$ cat src/rtl/sinerom_pkg.sv
// -----------------------------------------------------------------------------
// sinerom_pkg
// Shared constants and types for the sine-ROM oscillator.
//   ROM_AW / ROM_DW : geometry of the shared 1024x16 sine ROM
//   OE_ALL          : z_oe pattern that marks valid ROM data
//   state_t         : read-sequencer FSM states
// -----------------------------------------------------------------------------
package sinerom_pkg;

  localparam int ROM_AW = 10;
  localparam int ROM_DW = 16;
  localparam logic [ROM_DW-1:0] OE_ALL = 16'hffff;

  typedef enum logic [1:0] {
    IDLE = 2'd0,
    REQ  = 2'd1,
    CAP  = 2'd2
  } state_t;

endpackage

$ cat src/rtl/sinerom_osc_fifo.sv
// -----------------------------------------------------------------------------
// sinerom_osc_fifo
// Two-entry valid/ready FIFO. The head entry is a register, so o_data is
// stable while o_valid is high and i_ready is low.
// Ports:
//   clk, srst          : clock, synchronous active-high reset
//   i_push, i_data     : write strobe and data (caller guarantees space)
//   i_ready            : consumer ready; pop = i_ready & o_valid
//   o_data, o_valid    : registered head entry and non-empty flag
//   o_pop              : a pop happens on this edge
//   o_count            : current number of stored entries (0..2)
// -----------------------------------------------------------------------------
module sinerom_osc_fifo
  import sinerom_pkg::*;
#(
  parameter int DEPTH = 2
) (
  input  logic              clk,
  input  logic              srst,
  input  logic              i_push,
  input  logic [ROM_DW-1:0] i_data,
  input  logic              i_ready,
  output logic [ROM_DW-1:0] o_data,
  output logic              o_valid,
  output logic              o_pop,
  output logic [1:0]        o_count
);

  logic [ROM_DW-1:0] r_mem [2];
  logic [1:0]        r_count;
  logic              w_pop;
  logic              w_full;

  assign w_pop   = i_ready && (r_count != 2'd0);
  assign w_full  = (r_count == 2'd2);
  assign o_data  = r_mem[0];
  assign o_valid = (r_count != 2'd0);
  assign o_pop   = w_pop;
  assign o_count = r_count;

  always_ff @(posedge clk) begin
    if (srst) begin
      r_count  <= 2'd0;
      r_mem[0] <= '0;
      r_mem[1] <= '0;
    end else if (i_push && w_pop) begin
      // Simultaneous write and pop: occupancy unchanged, queue shifts.
      if (r_count == 2'd1) begin
        r_mem[0] <= i_data;
      end else begin
        r_mem[0] <= r_mem[1];
        r_mem[1] <= i_data;
      end
    end else if (i_push && !w_full) begin
      if (r_count == 2'd0) begin
        r_mem[0] <= i_data;
      end else begin
        r_mem[1] <= i_data;
      end
      r_count <= r_count + 2'd1;
    end else if (w_pop) begin
      r_mem[0] <= r_mem[1];
      r_count  <= r_count - 2'd1;
    end
  end

  // The read sequencer reserves a slot before issuing a read, so a write
  // into a full FIFO without a matching pop means the accounting is broken.
  a_no_overflow : assert property (@(posedge clk) disable iff (srst)
    !(i_push && !w_pop && (r_count == 2'(DEPTH))));

endmodule

$ cat src/rtl/sinerom_osc.sv
// -----------------------------------------------------------------------------
// sinerom_osc
// Phase-accumulator oscillator that reads the shared 1024x16 sine ROM,
// scales each sample by a Q1.15 amplitude and queues it in a 2-entry FIFO.
// Ports:
//   sys_clk, reset        : clock, synchronous active-high reset
//   en                    : run; dropping it stops new reads only
//   phase_inc             : phase step per fetched sample
//   phase_ld, phase_init  : load pulse and value for the phase accumulator
//   amp                   : signed Q1.15 amplitude, sampled at data capture
//   bus_req, bus_gnt      : shared-ROM arbitration
//   cs, a                 : ROM chip select (active low), address (a[0]=LSB)
//   z_in, z_oe            : ROM data and per-bit output enables (bit 0 = LSB)
//   smp, smp_valid        : FIFO head sample and non-empty flag
//   smp_ready             : consumer accept
//   err                   : sticky, ROM data invalid during a capture cycle
// -----------------------------------------------------------------------------
module sinerom_osc
  import sinerom_pkg::*;
#(
  parameter int PHW   = 22,
  parameter int DEPTH = 2
) (
  input  logic              sys_clk,
  input  logic              reset,
  input  logic              en,
  input  logic [PHW-1:0]    phase_inc,
  input  logic              phase_ld,
  input  logic [PHW-1:0]    phase_init,
  input  logic [15:0]       amp,
  output logic              bus_req,
  input  logic              bus_gnt,
  output logic              cs,
  output logic [0:ROM_AW-1] a,
  input  logic [0:ROM_DW-1] z_in,
  input  logic [0:ROM_DW-1] z_oe,
  output logic [15:0]       smp,
  output logic              smp_valid,
  input  logic              smp_ready,
  output logic              err
);

  state_t              r_state;
  state_t              w_state_next;
  logic [PHW-1:0]      r_phase;
  logic [ROM_AW-1:0]   w_addr;
  logic [ROM_DW-1:0]   w_z;
  logic [ROM_DW-1:0]   w_oe;
  logic                w_oe_ok;
  logic                w_grant;
  logic                w_capture;
  logic                w_bus_req;
  logic                w_slot_free;
  logic [1:0]          w_inflight;
  logic [2:0]          w_occupancy;
  logic [ROM_DW-1:0]   r_z;
  logic [15:0]         r_amp;
  logic                r_mul_vld;
  logic                r_err;
  logic signed [31:0]  w_prod;
  logic                w_sat;
  logic [15:0]         w_result;
  logic                w_unused_prod;
  logic [1:0]          w_fifo_count;
  logic                w_fifo_pop;

  // ROM buses are little-endian-indexed ([0:N] with bit 0 = LSB); map them
  // bit by bit onto conventional [N:0] vectors.
  assign w_addr = r_phase[PHW-1 -: ROM_AW];

  generate
    for (genvar gi = 0; gi < ROM_AW; gi++) begin : g_addr
      assign a[gi] = w_addr[gi];
    end
    for (genvar gi = 0; gi < ROM_DW; gi++) begin : g_data
      assign w_z[gi]  = z_in[gi];
      assign w_oe[gi] = z_oe[gi];
    end
  endgenerate

  assign w_oe_ok = (w_oe == OE_ALL);

  // Reads in flight: one being captured plus one in the multiply stage.
  assign w_inflight  = {1'b0, (r_state == CAP)} + {1'b0, r_mul_vld};
  // A slot popped on this edge is already free for the next read decision.
  assign w_occupancy = {1'b0, w_fifo_count} - {2'b00, w_fifo_pop} + {1'b0, w_inflight};
  assign w_slot_free = (w_occupancy < 3'd2);

  always_ff @(posedge sys_clk) begin
    if (reset) begin
      r_state <= IDLE;
    end else begin
      r_state <= w_state_next;
    end
  end

  always_comb begin
    w_state_next = r_state;
    w_grant      = 1'b0;
    w_capture    = 1'b0;
    w_bus_req    = 1'b0;
    case (r_state)
      IDLE: begin
        if (en && w_slot_free) begin
          w_state_next = REQ;
        end
      end
      REQ: begin
        w_bus_req = 1'b1;
        if (!en) begin
          w_state_next = IDLE;
        end else if (bus_gnt) begin
          w_grant      = 1'b1;
          w_state_next = CAP;
        end
      end
      CAP: begin
        w_capture    = 1'b1;
        w_state_next = (en && w_slot_free) ? REQ : IDLE;
      end
      default: begin
        w_state_next = IDLE;
      end
    endcase
  end

  // cs is combinational from the grant so it can never lead bus_gnt; reset
  // forces it inactive immediately.
  assign cs      = ~(w_grant && !reset);
  assign bus_req = w_bus_req;

  // phase_ld wins over the increment; the address already on the bus in the
  // grant cycle was taken from the old phase.
  always_ff @(posedge sys_clk) begin
    if (reset) begin
      r_phase <= '0;
    end else if (phase_ld) begin
      r_phase <= phase_init;
    end else if (w_grant) begin
      r_phase <= r_phase + phase_inc;
    end
  end

  always_ff @(posedge sys_clk) begin
    if (reset) begin
      r_z       <= '0;
      r_amp     <= '0;
      r_mul_vld <= 1'b0;
      r_err     <= 1'b0;
    end else begin
      r_mul_vld <= w_capture && w_oe_ok;
      if (w_capture && w_oe_ok) begin
        r_z   <= w_z;
        r_amp <= amp;
      end
      if (w_capture && !w_oe_ok) begin
        r_err <= 1'b1;
      end
    end
  end

  // Q1.15 x Q1.15 -> Q1.15; only -1 * -1 overflows and is clamped.
  assign w_prod        = $signed(r_z) * $signed(r_amp);
  assign w_sat         = (r_z == 16'h8000) && (r_amp == 16'h8000);
  assign w_result      = w_sat ? 16'h7fff : w_prod[30:15];
  assign w_unused_prod = ^{w_prod[31], w_prod[14:0]};

  assign err = r_err;

  sinerom_osc_fifo #(
    .DEPTH (DEPTH)
  ) u_fifo (
    .clk     (sys_clk),
    .srst    (reset),
    .i_push  (r_mul_vld),
    .i_data  (w_result),
    .i_ready (smp_ready),
    .o_data  (smp),
    .o_valid (smp_valid),
    .o_pop   (w_fifo_pop),
    .o_count (w_fifo_count)
  );

endmodule

$ cat config.mk
export PLATFORM = sky130hd
export DESIGN_NAME = sinerom_osc
export DESIGN_NICKNAME = d
export VERILOG_FILES = /design/src/rtl/sinerom_pkg.sv /design/src/rtl/sinerom_osc_fifo.sv /design/src/rtl/sinerom_osc.sv
export SDC_FILE = /design/constraint.sdc
export NUM_CORES = 1
export LEC_CHECK = 0
export CELL_PAD_IN_SITES_DETAIL_PLACEMENT = 2
export CELL_PAD_IN_SITES_GLOBAL_PLACEMENT = 2
export CORE_MARGIN = 3
export CORE_UTILIZATION = 38
export DETAILED_ROUTE_END_ITERATION = 16
export HOLD_SLACK_MARGIN = 0.15
export PLACE_DENSITY_LB_ADDON = 0.1
export SLEW_MARGIN = 20
export SYNTH_ARGS = -nofsm -noshare
export SYNTH_HDL_FRONTEND = slang
export SYNTH_HIERARCHICAL = 1
export SYNTH_SLANG_ARGS = --single-unit
$ cat constraint.sdc
create_clock -name sys_clk -period 8.15 [get_ports sys_clk]
set_input_delay 2.0375 -clock sys_clk [delete_from_list [all_inputs] [get_ports sys_clk]]
set_output_delay 2.0375 -clock sys_clk [all_outputs]
set_load 0.03 [all_outputs]
==> impl_metrics.py <==
metrics = {
    "status": {
        "status": "finished clean",
    },
    "timing": {
        "finalCriticalPeriod_ps": 7340,
        "grt_setup_unrepaired": "false",
        "finalMaxSlewViolations": 0,
        "hold_violations": 0,
        "fin_crit_sh": 0.900,
        "max_clock_freq_mhz": 136,
        "setup_slack_ps": 815,
        "worst_pin_slew_ps": 891,
        "finClkSkew_ps": 7.13,
        "finalSetupViolCount": 0,
        "max-slew-margin-rel": 0.406,
        "setup_tns_ps": 0,
    },
    "power": {
        "p_per_area_mw_per_mm2": 73.9,
        "p_int_mw": 0.834,
        "seq_power_share": 0.417,
        "irDropWorstVdd_v": 0.0000989,
        "swShare": 0.312,
        "finalPower_mw": 1.21,
        "p_leak_nw": 8.22,
        "pwr-share-clk": 0.367,
        "power.switching_mw": 0.378,
        "share_comb_of_total_power": 0.216,
    },
    "clock_network": {
        "clock_latency_ps": 380,
        "cts_made_buffers": 9,
        "cts_setup_buffers": 0,
        "clkSinkCount": 92,
        "cts_resized": 0,
        "root_buffer": "clkbuf_16",
        "clockBufferDepth": 2,
        "cts_tree": "built",
        "holdBufCountCts": 0,
        "h-tree-depth": 3,
        "clk_pin_slew_ps": 80,
    },
    "place": {
        "portBuffers": 127,
        "placed_cells": 2142,
        "routabilityCongestion": 0.817,
        "place_hpwl_um": 34700,
        "place_ws_ps": 738,
    },
    "floorplanning": {
        "die_y_um": 202,
        "io_pins": 128,
        "dieWidth_um": 202,
        "die-area_sq_mm": 0.0407,
        "rows": 71,
        "start_util": 0.386,
        "core_sq_mm": 0.0377,
    },
    "setup_path": {
        "crit_path_end_kind": "flop",
        "cpMaxStageDelayCell": "dfxtp_1",
        "slowest_delay_ps": 770,
        "worstPathMaxFanout": 19,
        "crit_cells": 23,
        "crit_type": "flop to flop",
        "worstSetupEndpoint": "u_fifo/r_mem[0][14]$_DFFE_PP_",
        "r2r-end": "u_fifo/r_mem[0][14]$_DFFE_PP_",
        "cp_data_required_time_ps": 8400,
        "timing.rr.start": "r_z[15]$_SDFFE_PP0P_",
        "crit_buf_inv": 5,
        "start_kind": "flop",
        "cp.arrival_ps": 7590,
        "critPathLaunch": "r_z[15]$_SDFFE_PP0P_",
        "crit_top_cell": "fa_1",
        "rrSetupSlack_ps": 810,
        "critical_path.top_delay_family": "adder cells",
        "path_cells": "nand2_1 -> inv_1 -> fa_1 -> inv_1 -> fa_1 -> inv_1 -> fa_1 -> fa_1 -> fa_1 -> inv_1 -> fa_1 -> inv_1 -> ha_1 -> and3_1 -> nand3_1 -> a211oi_1 -> o211ai_1 -> a21oi_1 -> nor2_1 -> a311oi_1 -> nand2_1 -> a211oi_1 -> mux2_4",
        "ff2ff_path_depth": 23,
    },
    "synthesis": {
        "synthCells": 1581,
        "netlist_area_sq_mm": 0.0146,
        "syn_avg_cell_area_sq_um": 9.21,
        "ys_types": 64,
        "synth-async-reset-ratio": 0,
        "seq_area_frac_synth": 0.149,
        "synth-main-ff-cell": "dfxtp_1",
        "synth-seq-cells": 92,
        "synth_edf_count": 32,
        "syn_nets": 2039,
        "ys_warn_count": 6,
    },
    "detailed_routing": {
        "ant_nets": 0,
        "via_count": 10900,
        "wl_um": 43200,
        "drc": 0,
        "vias_per_cell": 5.06,
        "wire_per_inst_um": 20.0,
        "drt-initial-drc-count": 395,
        "first_pass_iters": 5,
    },
    "global_routing": {
        "grt_max_degree": 69,
        "antenna_found_initial": 0,
        "grt_pass1_wl_um": 70900,
        "grt_use_total": 0.220,
        "grt_pass1_vias": 12700,
        "grt_overflow": 0,
    },
    "finish": {
        "antenna_cells": 0,
        "nets": 2100,
        "stdcell_count": 2158,
        "syn2layout_area_growth_pct": 12.7,
        "layout-drive-gt1-share": 0.0376,
    },
    "worst_hold_path": {
        "hold_class": "flop to flop",
        "hp-start": "err$_SDFFE_PP0P_",
    },
    "run": {
        "max_cap_violations": 0,
    },
}
## state kept, by name, indices dropped and copies added (netlist names)
signal / cells
err: 1
r_amp: 16
r_mul_vld: 1
r_phase: 22
r_state: 2
r_z: 16
u_fifo/o_count: 2
u_fifo/r_mem: 32
## layout make-up
cell class              count  area (sq um)
fillers                  4191         21300
multi-input cells        1096         10800
flip-flops and latches     92          2160
repair buffers            139          1360
inverters                 304          1140
well taps                 511           639
clock buffers               9           225
clock inverters             7          75.1
## worst register-to-register path: cells and delay by family (launching register included)
kind                       cells  cell delay (ps)
muxes                          1              210
AOI/OAI and AO/OA              5             1600
buffers and inverters          5              710
and+or+nand+nor                5              670
adders and majority gates      7             3240
DFF                            1              770
## power groups by stage
| stage | logic (mW) | registers (mW) | clock network (mW) |
|---|---|---|---|
| after floorplan | 0.146 | 0.527 | 0 |
| after global placement | 0.257 | 0.515 | 0 |
| after detailed placement | 0.264 | 0.516 | 0 |
| after CTS | 0.265 | 0.505 | 0.467 |
| after global routing | 0.286 | 0.507 | 0.482 |
| final | 0.262 | 0.505 | 0.445 |
## layout by cell type (no fill, tap or decap), drive strengths merged, types with 18 or more instances in the layout
| master | Yosys | routed |
|---|---|---|
| and2 | 119 | 119 |
| inv | 304 | 307 |
| mux2i | 39 | 39 |
| clkdlybuf4s50 | 0 | 126 |
| dfxtp | 60 | 60 |
| nor2 | 92 | 92 |
| a21oi | 43 | 43 |
| nand2 | 174 | 174 |
| o21ai | 45 | 45 |
| a211oi | 28 | 28 |
| ha | 103 | 103 |
| xnor2 | 28 | 28 |
| fa | 257 | 257 |
| mux2 | 18 | 18 |
| edfxtp | 32 | 32 |
## through the flow
step	area, sq um	utilization	hold WS, ps
6_report	16400	0.436	478
5_1_grt	16400	0.436	526
4_1_cts	16400	0.436	488
3_5_place_dp	16100	0.428	469
3_3_place_gp	16100	0.428	456
2_1_floorplan	14600	-	459
## routing by layer
| layer | part of all wire | GRT usage | vias up |
|---|---|---|---|
| li1 | - | - | 5018 |
| met5 | 0 | 0 | - |
| met3 | 0.038 | 0.0340 | 28 |
| met1 | 0.49 | 0.310 | 5708 |
| met4 | 0.0095 | 0.0361 | 0 |
| met2 | 0.47 | 0.368 | 175 |
## how the worst min path moves through the flow
stage,endpoint,slack (ps),depth (start not counted)
floorplan,r_phase[7]$_SDFFE_PP0P_,460,2
finish,err$_SDFFE_PP0P_,480,2
CTS,err$_SDFFE_PP0P_,490,2
detailed placement,err$_SDFFE_PP0P_,470,2
global placement,err$_SDFFE_PP0P_,460,2
global route,r_phase[7]$_SDFFE_PP0P_,530,2
## Yosys cell counts, drive strengths merged (2+ instances only)
cell type	count	area, sq um
mux2	18	240
edfxtp	32	961
nand2	174	653
nor3	13	65.1
or3	4	25.0
ha	103	1290
fa	257	5140
buf	21	138
or2	4	25.0
a211o	2	18.8
clkbuf	68	305
nand3	11	60.1
o41ai	3	41.3
o21ai	45	225
o31ai	3	27.5
and2	119	744
o211a	8	80.1
a311oi	5	43.8
nor2	92	345
nand4	10	62.6
nand2b	13	88.8
nor4	8	50.1
o21bai	5	37.5
a21o	11	83.8
nor2b	5	31.3
dfxtp	60	1200
mux2i	39	390
a21oi	43	215
a31oi	4	25.0
a31o	2	17.5
xnor2	28	245
xor2	7	61.3
a211oi	28	215
o21a	9	67.6
o211ai	3	22.5
inv	304	1140
a221o	2	20.0
and3	5	31.3
## cell families (layout without fill, tap and decap cells)
family,count (synthesis),after routing,synth area share
compound gates,181,181,0.0834
xor+xnor,35,35,0.0211
fa+ha+maj,360,360,0.442
buf+inv,393,459,0.109
flops,92,92,0.149
mux,57,57,0.0433
simple gates,463,463,0.153
No activity file was read; power rests on OpenSTA's default activity.
